**config.mk**
```make
export PLATFORM = sky130hd
export DESIGN_NAME = mult_accumulator
export DESIGN_NICKNAME = d
export VERILOG_FILES = /design/src/rtl/mult_accumulator_pkg.sv /design/src/rtl/mult_valid_delay.sv /design/src/rtl/mult_accumulator.sv
export SDC_FILE = /design/constraint.sdc
export NUM_CORES = 1
export LEC_CHECK = 0
export ABC_CLOCK_PERIOD_IN_PS = 4200
export BUFFER_PORTS_ARGS = -buffer_cell sky130_fd_sc_hd__buf_2
export CAP_MARGIN = 15
export CORE_AREA = 2 2 65 67
export CTS_BUF_LIST = sky130_fd_sc_hd__clkbuf_16
export CTS_CLUSTER_DIAMETER = 50
export DETAILED_ROUTE_END_ITERATION = 7
export DIE_AREA = 0 0 67 69
export HOLD_SLACK_MARGIN = 0.06
export PLACE_DENSITY = 0.8
export SKIP_LAST_GASP = 1
export SLEW_MARGIN = 20
export SYNTH_ARGS = -nofsm -noshare
export SYNTH_HDL_FRONTEND = slang
export SYNTH_HIERARCHICAL = 1
export SYNTH_SLANG_ARGS = --single-unit
export TNS_END_PERCENT = 1
```
**constraint.sdc**
```tcl
create_clock -name clk -period 4.2 [get_ports clk]
set_input_delay 0.21 -clock clk [delete_from_list [all_inputs] [get_ports clk]]
set_output_delay 0.21 -clock clk [all_outputs]
set_load 0.05 [all_outputs]
```
**src/rtl/mult_accumulator_pkg.sv**
```systemverilog
// Shared types and helpers for the product-stream accumulator.
package mult_accumulator_pkg;

    // Issue-side tag carried alongside each product through the latency line.
    localparam int unsigned BEAT_W = 2;

    typedef struct packed {
        logic valid;
        logic last;
    } beat_t;

    // Bits needed to count in-flight frame ends, 0..latency+1.
    function automatic int unsigned cnt_width(input int unsigned latency);
        return $clog2(latency + 2);
    endfunction

endpackage

```
**src/rtl/mult_valid_delay.sv**
```systemverilog
// Fixed-depth shift register that aligns issue tags with multiplier products.
module mult_valid_delay #(
    parameter int unsigned DEPTH = 1,
    parameter int unsigned WIDTH = 2
) (
    input  logic             clk,
    input  logic             rst,
    input  logic [WIDTH-1:0] data_i,
    output logic [WIDTH-1:0] data_o
);

    if (DEPTH == 0) begin : g_pass
        // Zero-latency multiplier: tags line up with the product in the same cycle.
        logic unused_ok;
        assign unused_ok = ^{clk, rst};
        assign data_o    = data_i;
    end else begin : g_shift
        logic [WIDTH-1:0] stage_q [DEPTH];

        // Shift tags one stage per cycle; reset flushes everything in flight.
        always_ff @(posedge clk) begin
            if (rst) begin
                for (int i = 0; i < int'(DEPTH); i++) begin
                    stage_q[i] <= '0;
                end
            end else begin
                stage_q[0] <= data_i;
                for (int i = 1; i < int'(DEPTH); i++) begin
                    stage_q[i] <= stage_q[i-1];
                end
            end
        end

        assign data_o = stage_q[DEPTH-1];
    end

endmodule

```
**src/rtl/mult_accumulator.sv**
```systemverilog
// Sums framed bursts of signed products into one result per frame.
module mult_accumulator
    import mult_accumulator_pkg::*;
#(
    parameter int unsigned P_WIDTH   = 7,
    parameter int unsigned ACC_WIDTH = 16,
    parameter int unsigned LATENCY   = 1,
    parameter string       SATURATE  = "FALSE"
) (
    input  logic                 clk,
    input  logic                 arst,
    input  logic                 i_valid,
    input  logic                 i_last,
    output logic                 i_ready,
    input  logic [P_WIDTH-1:0]   i_p,
    output logic                 o_valid,
    input  logic                 o_ready,
    output logic [ACC_WIDTH-1:0] o_sum,
    output logic                 o_ovf
);

    localparam bit          SAT_EN = (SATURATE == "TRUE");
    localparam int unsigned CNT_W  = cnt_width(LATENCY);
    localparam int unsigned EXT_W  = ACC_WIDTH + 1;

    localparam logic [ACC_WIDTH-1:0] ACC_MAX = {1'b0, {(ACC_WIDTH-1){1'b1}}};
    localparam logic [ACC_WIDTH-1:0] ACC_MIN = {1'b1, {(ACC_WIDTH-1){1'b0}}};

    logic                 accept;
    logic                 last_in;
    logic                 frame_end;
    beat_t                beat_in;
    beat_t                beat_d;

    logic [ACC_WIDTH-1:0] acc_q, acc_d;
    logic                 first_q, first_d;
    logic                 ovf_q, ovf_d;
    logic [CNT_W-1:0]     lastcnt_q, lastcnt_d;
    logic                 o_valid_q, o_valid_d;
    logic [ACC_WIDTH-1:0] o_sum_q, o_sum_d;
    logic                 o_ovf_q, o_ovf_d;

    logic [EXT_W-1:0]     p_ext;
    logic [EXT_W-1:0]     base_ext;
    logic [EXT_W-1:0]     sum_ext;
    logic                 sum_ovf;
    logic [ACC_WIDTH-1:0] acc_next;
    logic                 ovf_next;

    // A new issue is allowed only when no frame end is pending and the slot can drain.
    assign i_ready   = (lastcnt_q == '0) & (~o_valid_q | o_ready);
    assign accept    = i_valid & i_ready;
    assign last_in   = accept & i_last;
    assign beat_in   = '{valid: accept, last: last_in};
    assign frame_end = beat_d.valid & beat_d.last;

    mult_valid_delay #(
        .DEPTH (LATENCY),
        .WIDTH (BEAT_W)
    ) u_delay (
        .clk    (clk),
        .rst    (arst),
        .data_i (beat_in),
        .data_o (beat_d)
    );

    // One-bit-wider add so overflow is the disagreement of the top two bits.
    always_comb begin
        p_ext    = {{(EXT_W-P_WIDTH){i_p[P_WIDTH-1]}}, i_p};
        base_ext = first_q ? '0 : {acc_q[ACC_WIDTH-1], acc_q};
        sum_ext  = base_ext + p_ext;
        sum_ovf  = sum_ext[ACC_WIDTH] ^ sum_ext[ACC_WIDTH-1];
        acc_next = sum_ext[ACC_WIDTH-1:0];
        if (SAT_EN && sum_ovf) begin
            acc_next = sum_ext[ACC_WIDTH] ? ACC_MIN : ACC_MAX;
        end
        ovf_next = (first_q ? 1'b0 : ovf_q) | sum_ovf;
    end

    // Next-state for accumulator, frame tracking, in-flight count and result slot.
    always_comb begin
        acc_d     = acc_q;
        first_d   = first_q;
        ovf_d     = ovf_q;
        lastcnt_d = lastcnt_q + CNT_W'(last_in) - CNT_W'(frame_end);
        o_valid_d = o_valid_q;
        o_sum_d   = o_sum_q;
        o_ovf_d   = o_ovf_q;

        if (beat_d.valid) begin
            acc_d   = acc_next;
            ovf_d   = ovf_next;
            first_d = beat_d.last;
        end

        if (o_valid_q && o_ready) begin
            o_valid_d = 1'b0;
        end

        if (frame_end) begin
            o_valid_d = 1'b1;
            o_sum_d   = acc_next;
            o_ovf_d   = ovf_next;
        end
    end

    // State registers with synchronous reset.
    always_ff @(posedge clk) begin
        if (arst) begin
            acc_q     <= '0;
            first_q   <= 1'b1;
            ovf_q     <= 1'b0;
            lastcnt_q <= '0;
            o_valid_q <= 1'b0;
            o_sum_q   <= '0;
            o_ovf_q   <= 1'b0;
        end else begin
            acc_q     <= acc_d;
            first_q   <= first_d;
            ovf_q     <= ovf_d;
            lastcnt_q <= lastcnt_d;
            o_valid_q <= o_valid_d;
            o_sum_q   <= o_sum_d;
            o_ovf_q   <= o_ovf_d;
        end
    end

    assign o_valid = o_valid_q;
    assign o_sum   = o_sum_q;
    assign o_ovf   = o_ovf_q;

endmodule

```
==> summary.txt <==
Outcome
  – Run status: finished, final reports clean

Floorplan
  – Die Y: 69 um
  – Floorplan row count: 23
  – Ports: 31
  – Core area: 0.00391 sq mm
  – Die Wd: 67 um
  – Initial core utilization: 59.7%
  – Die area: 0.00462 sq mm

GRT
  – First-pass GRT wire length: roughly 7.8 mm
  – Initial antenna violation count: 0
  – Gr usage total: 21.4%
  – Gr ovfl total: 0
  – Vias in the first global route: 1744
  – Largest net degree at the start of global routing: 44

Job
  – Max Cap Violations: 0

Cells and area
  – Area grow syn2layout: 12.8%
  – Layout Cells excl Fill: 347
  – Post-route core utilization: 67.3%
  – ANT cells: 0
  – Nets: approximately 330
  – Layout cell share with drive strength beyond 1: 16.5%

Routing
  – DRT met1 WL: 2.16 mm
  – Drt drc: 0
  – Routed length per instance: 13.2 um
  – Total wire length: 4.58 mm
  – Met2 WL post-DR: 2.10 mm
  – Initial DRC Count: between 100 and 150
  – Routed met3 length: 259 um
  – Routed Antenna Nets: 0
  – First-pass DRT Iterations: 4
  – Vias per Instance: between 5 and 6
  – Via count: between 1500 and 2000
  – Top layer reached by signal wires: met4

Synth
  – Register bit total from synthesis: 40
  – Yosys top cell by area: dfxtp_1
  – Sequential fraction of the synthesis area: roughly a third
  – Netlist Area Pre-Place: 0.00233 sq mm
  – Ys Warns: 6
  – Distinct cells, synth: 46
  – Top cells by area, synth: dfxtp_1, ha_1, nor2b_1
  – Synth top area share: 34.3%
  – Post-synth EDFFs: 0
  – Syn Area/Cell: 8.58 sq um
  – Synth async-reset ratio: 0%
  – Synthesized instance count: approximately 270
  – Syn_nets: 303
  – Ys flop type: dfxtp_1

Pwr
  – P_leak: 1.13 nW
  – Pwr/cell area: between 300 and 400 mW/mm^2
  – Peak VDD IR: roughly 280 uV

Placed design
  – DP HPWL: 3.23 mm
  – Placed instance count: 339
  – IO Port Bufs: 30
  – Setup WS pre-CTS: 1270 ps
  – Gpl congestion: 0.818

CTS
  – # H-tree levels: 2
  – Post-cts resize count: 0
  – Sink Count: 40
  – Clock transition at the registers of the reported paths: 60 ps
  – Number of buffers created by CTS: 5
  – Clock Tree Root: clkbuf_16
  – Bufs on Longest Clock Path: 2
  – Number of setup buffers added after CTS: 0
  – Hold-fix buffers, CTS: 0
  – Worst-Skew Late Latency: 280 ps
  – CTS tree: done

Worst setup path
  – Worst EP required: roughly 4400 ps
  – Slowest cell on the critical path: dfxtp_1
  – CP Class: reg2reg
  – Crit path launch type: flip-flop
  – CP delay by family, top: compound AO/OA/AOI/OAI gates
  – CP Cell Sequence: nor2b_1 -> ha_1 -> fa_1 -> a211oi_1 -> o21a_1 -> o21ai_2 -> a31oi_1 -> nor4_1 -> a311o_1
  – Worst path buffer plus inverter count: 0
  – Element type at the critical path end: flip-flop
  – Max incr delay on CP: 730 ps
  – CP arrival: between 3000 and 4000 ps
  – Crit-path max FO: 19

STA
  – RSZ-0062 raised after global routing: false
  – Clock Skew: 4.02 ps
  – Worst Max-Slew Pin Slew: around 900 ps
  – Setup TNS: 0 ps
  – Final Setup Violations: 0
  – Final worst-path cycle share: 70.4%
  – Max-Slew Margin vs Limit: 38.6%
  – Tmin final: 2960 ps
  – Final-report hold violation count: 0
  – Setup ws final: 1240 ps
  – Slew Limit Fails: 0
  – Fmax: about 340 MHz

Hold path
  – HP Class: in2reg
-- cell type report --
| cell class | instances | area, sq um |
|---|---|---|
| multi-input cells | 211 | 1440 |
| fillers | 341 | 1280 |
| flip-flops and latches | 40 | 801 |
| repair buffers | 32 | 165 |
| clock buffers | 5 | 125 |
| well taps | 50 | 62.6 |
| inverters | 6 | 22.5 |
| clock inverters | 3 | 13.8 |
-- state kept, by name, indices dropped and copies added, names as in the netlist --
name / count
ovf_q: 1
lastcnt_q: 2
first_q: 1
o_sum: 16
acc_q: 16
u_delay/g_shift.stage_q: 2
o_ovf: 1
o_valid: 1
-- worst min-delay path: stages --
cell and delay (ps):
buf_2 80, nor2b_1 50, nor2_1 80, nor2_1 40
-- metrics by stage --
step	hold slack, ps	total power, mW	area, sq um
final	217	0.908	2630
after global routing	272	0.950	2630
after CTS	226	0.916	2630
after detailed placement	445	0.558	2490
after global placement	440	0.555	2490
after floorplan	282	0.528	2330
-- where the power goes --
group	leakage [nW]	switching, mW	total (mW)	internal (mW)
registers	0.325	0.0195	0.418	0.398
clock network	0.0710	0.142	0.358	0.215
logic	0.732	0.0794	0.132	0.0530
-- placed cells by master, fill, tap and decap left out, drive strengths merged, types with 2 or more instances in the layout --
cell type | netlist | routed
or3 | 2 | 2
nand3 | 7 | 7
xnor2 | 8 | 8
dfxtp | 40 | 40
nor4 | 5 | 5
and4 | 6 | 6
o211ai | 4 | 4
nor4b | 2 | 2
a21oi | 25 | 25
a211oi | 6 | 6
buf | 10 | 32
and3 | 3 | 3
nor2 | 18 | 18
a311o | 6 | 6
ha | 18 | 18
a21o | 5 | 5
nor2b | 21 | 21
mux2i | 10 | 10
xor2 | 4 | 4
o21a | 3 | 3
nand2 | 33 | 33
nor3 | 3 | 3
inv | 6 | 6
clkbuf | 5 | 5
clkinv | 0 | 3
o21ai | 6 | 6
-- cell families after synthesis --
group | Yosys count | share of synthesized area, %
AOI/OAI and AO/OA | 66 | 19.5
xor gates and xnor gates | 12 | 4.50
adders and majority gates | 19 | 10.5
buffers and inverters | 21 | 3.86
DFF | 40 | 34.3
muxes | 10 | 4.29
and+or+nand+nor | 104 | 23.1
-- synth_stat cells, types with 2 or more instances --
master	count
nor4b_1	2
o21a_1	3
clkbuf_1	5
a21o_1	5
xnor2_1	8
nor4_1	5
nor3_1	3
a21oi_1	25
buf_1	6
o211ai_1	4
nand3_1	7
a211oi_1	6
inv_1	6
xor2_1	4
ha_1	18
or3_1	2
buf_2	3
and3_1	2
dfxtp_1	40
and4_2	4
o21ai_0	5
nand2_1	33
nor2_1	18
nor2b_1	21
mux2i_1	10
a311o_1	6
and4_1	2
-- per-layer routing --
layer  global-route usage, %  vias to the layer above
met3                    6.36                        9
met2                    33.3                       54
li1                        -                     1033
met5                       0                        -
met4                    5.44                        0
met1                    28.5                      898
-- worst paths after layout --
check / from / endpoint / slack (ps) / cells after the start
min: o_ready / o_valid / 220 / 4
max reg2reg: first_q / acc_q[10] / 1240 / 9
max: first_q / acc_q[10] / 1240 / 9
min reg2reg: o_sum[3] / o_sum[3] / 450 / 2
(Power assumes the default switching activity.)
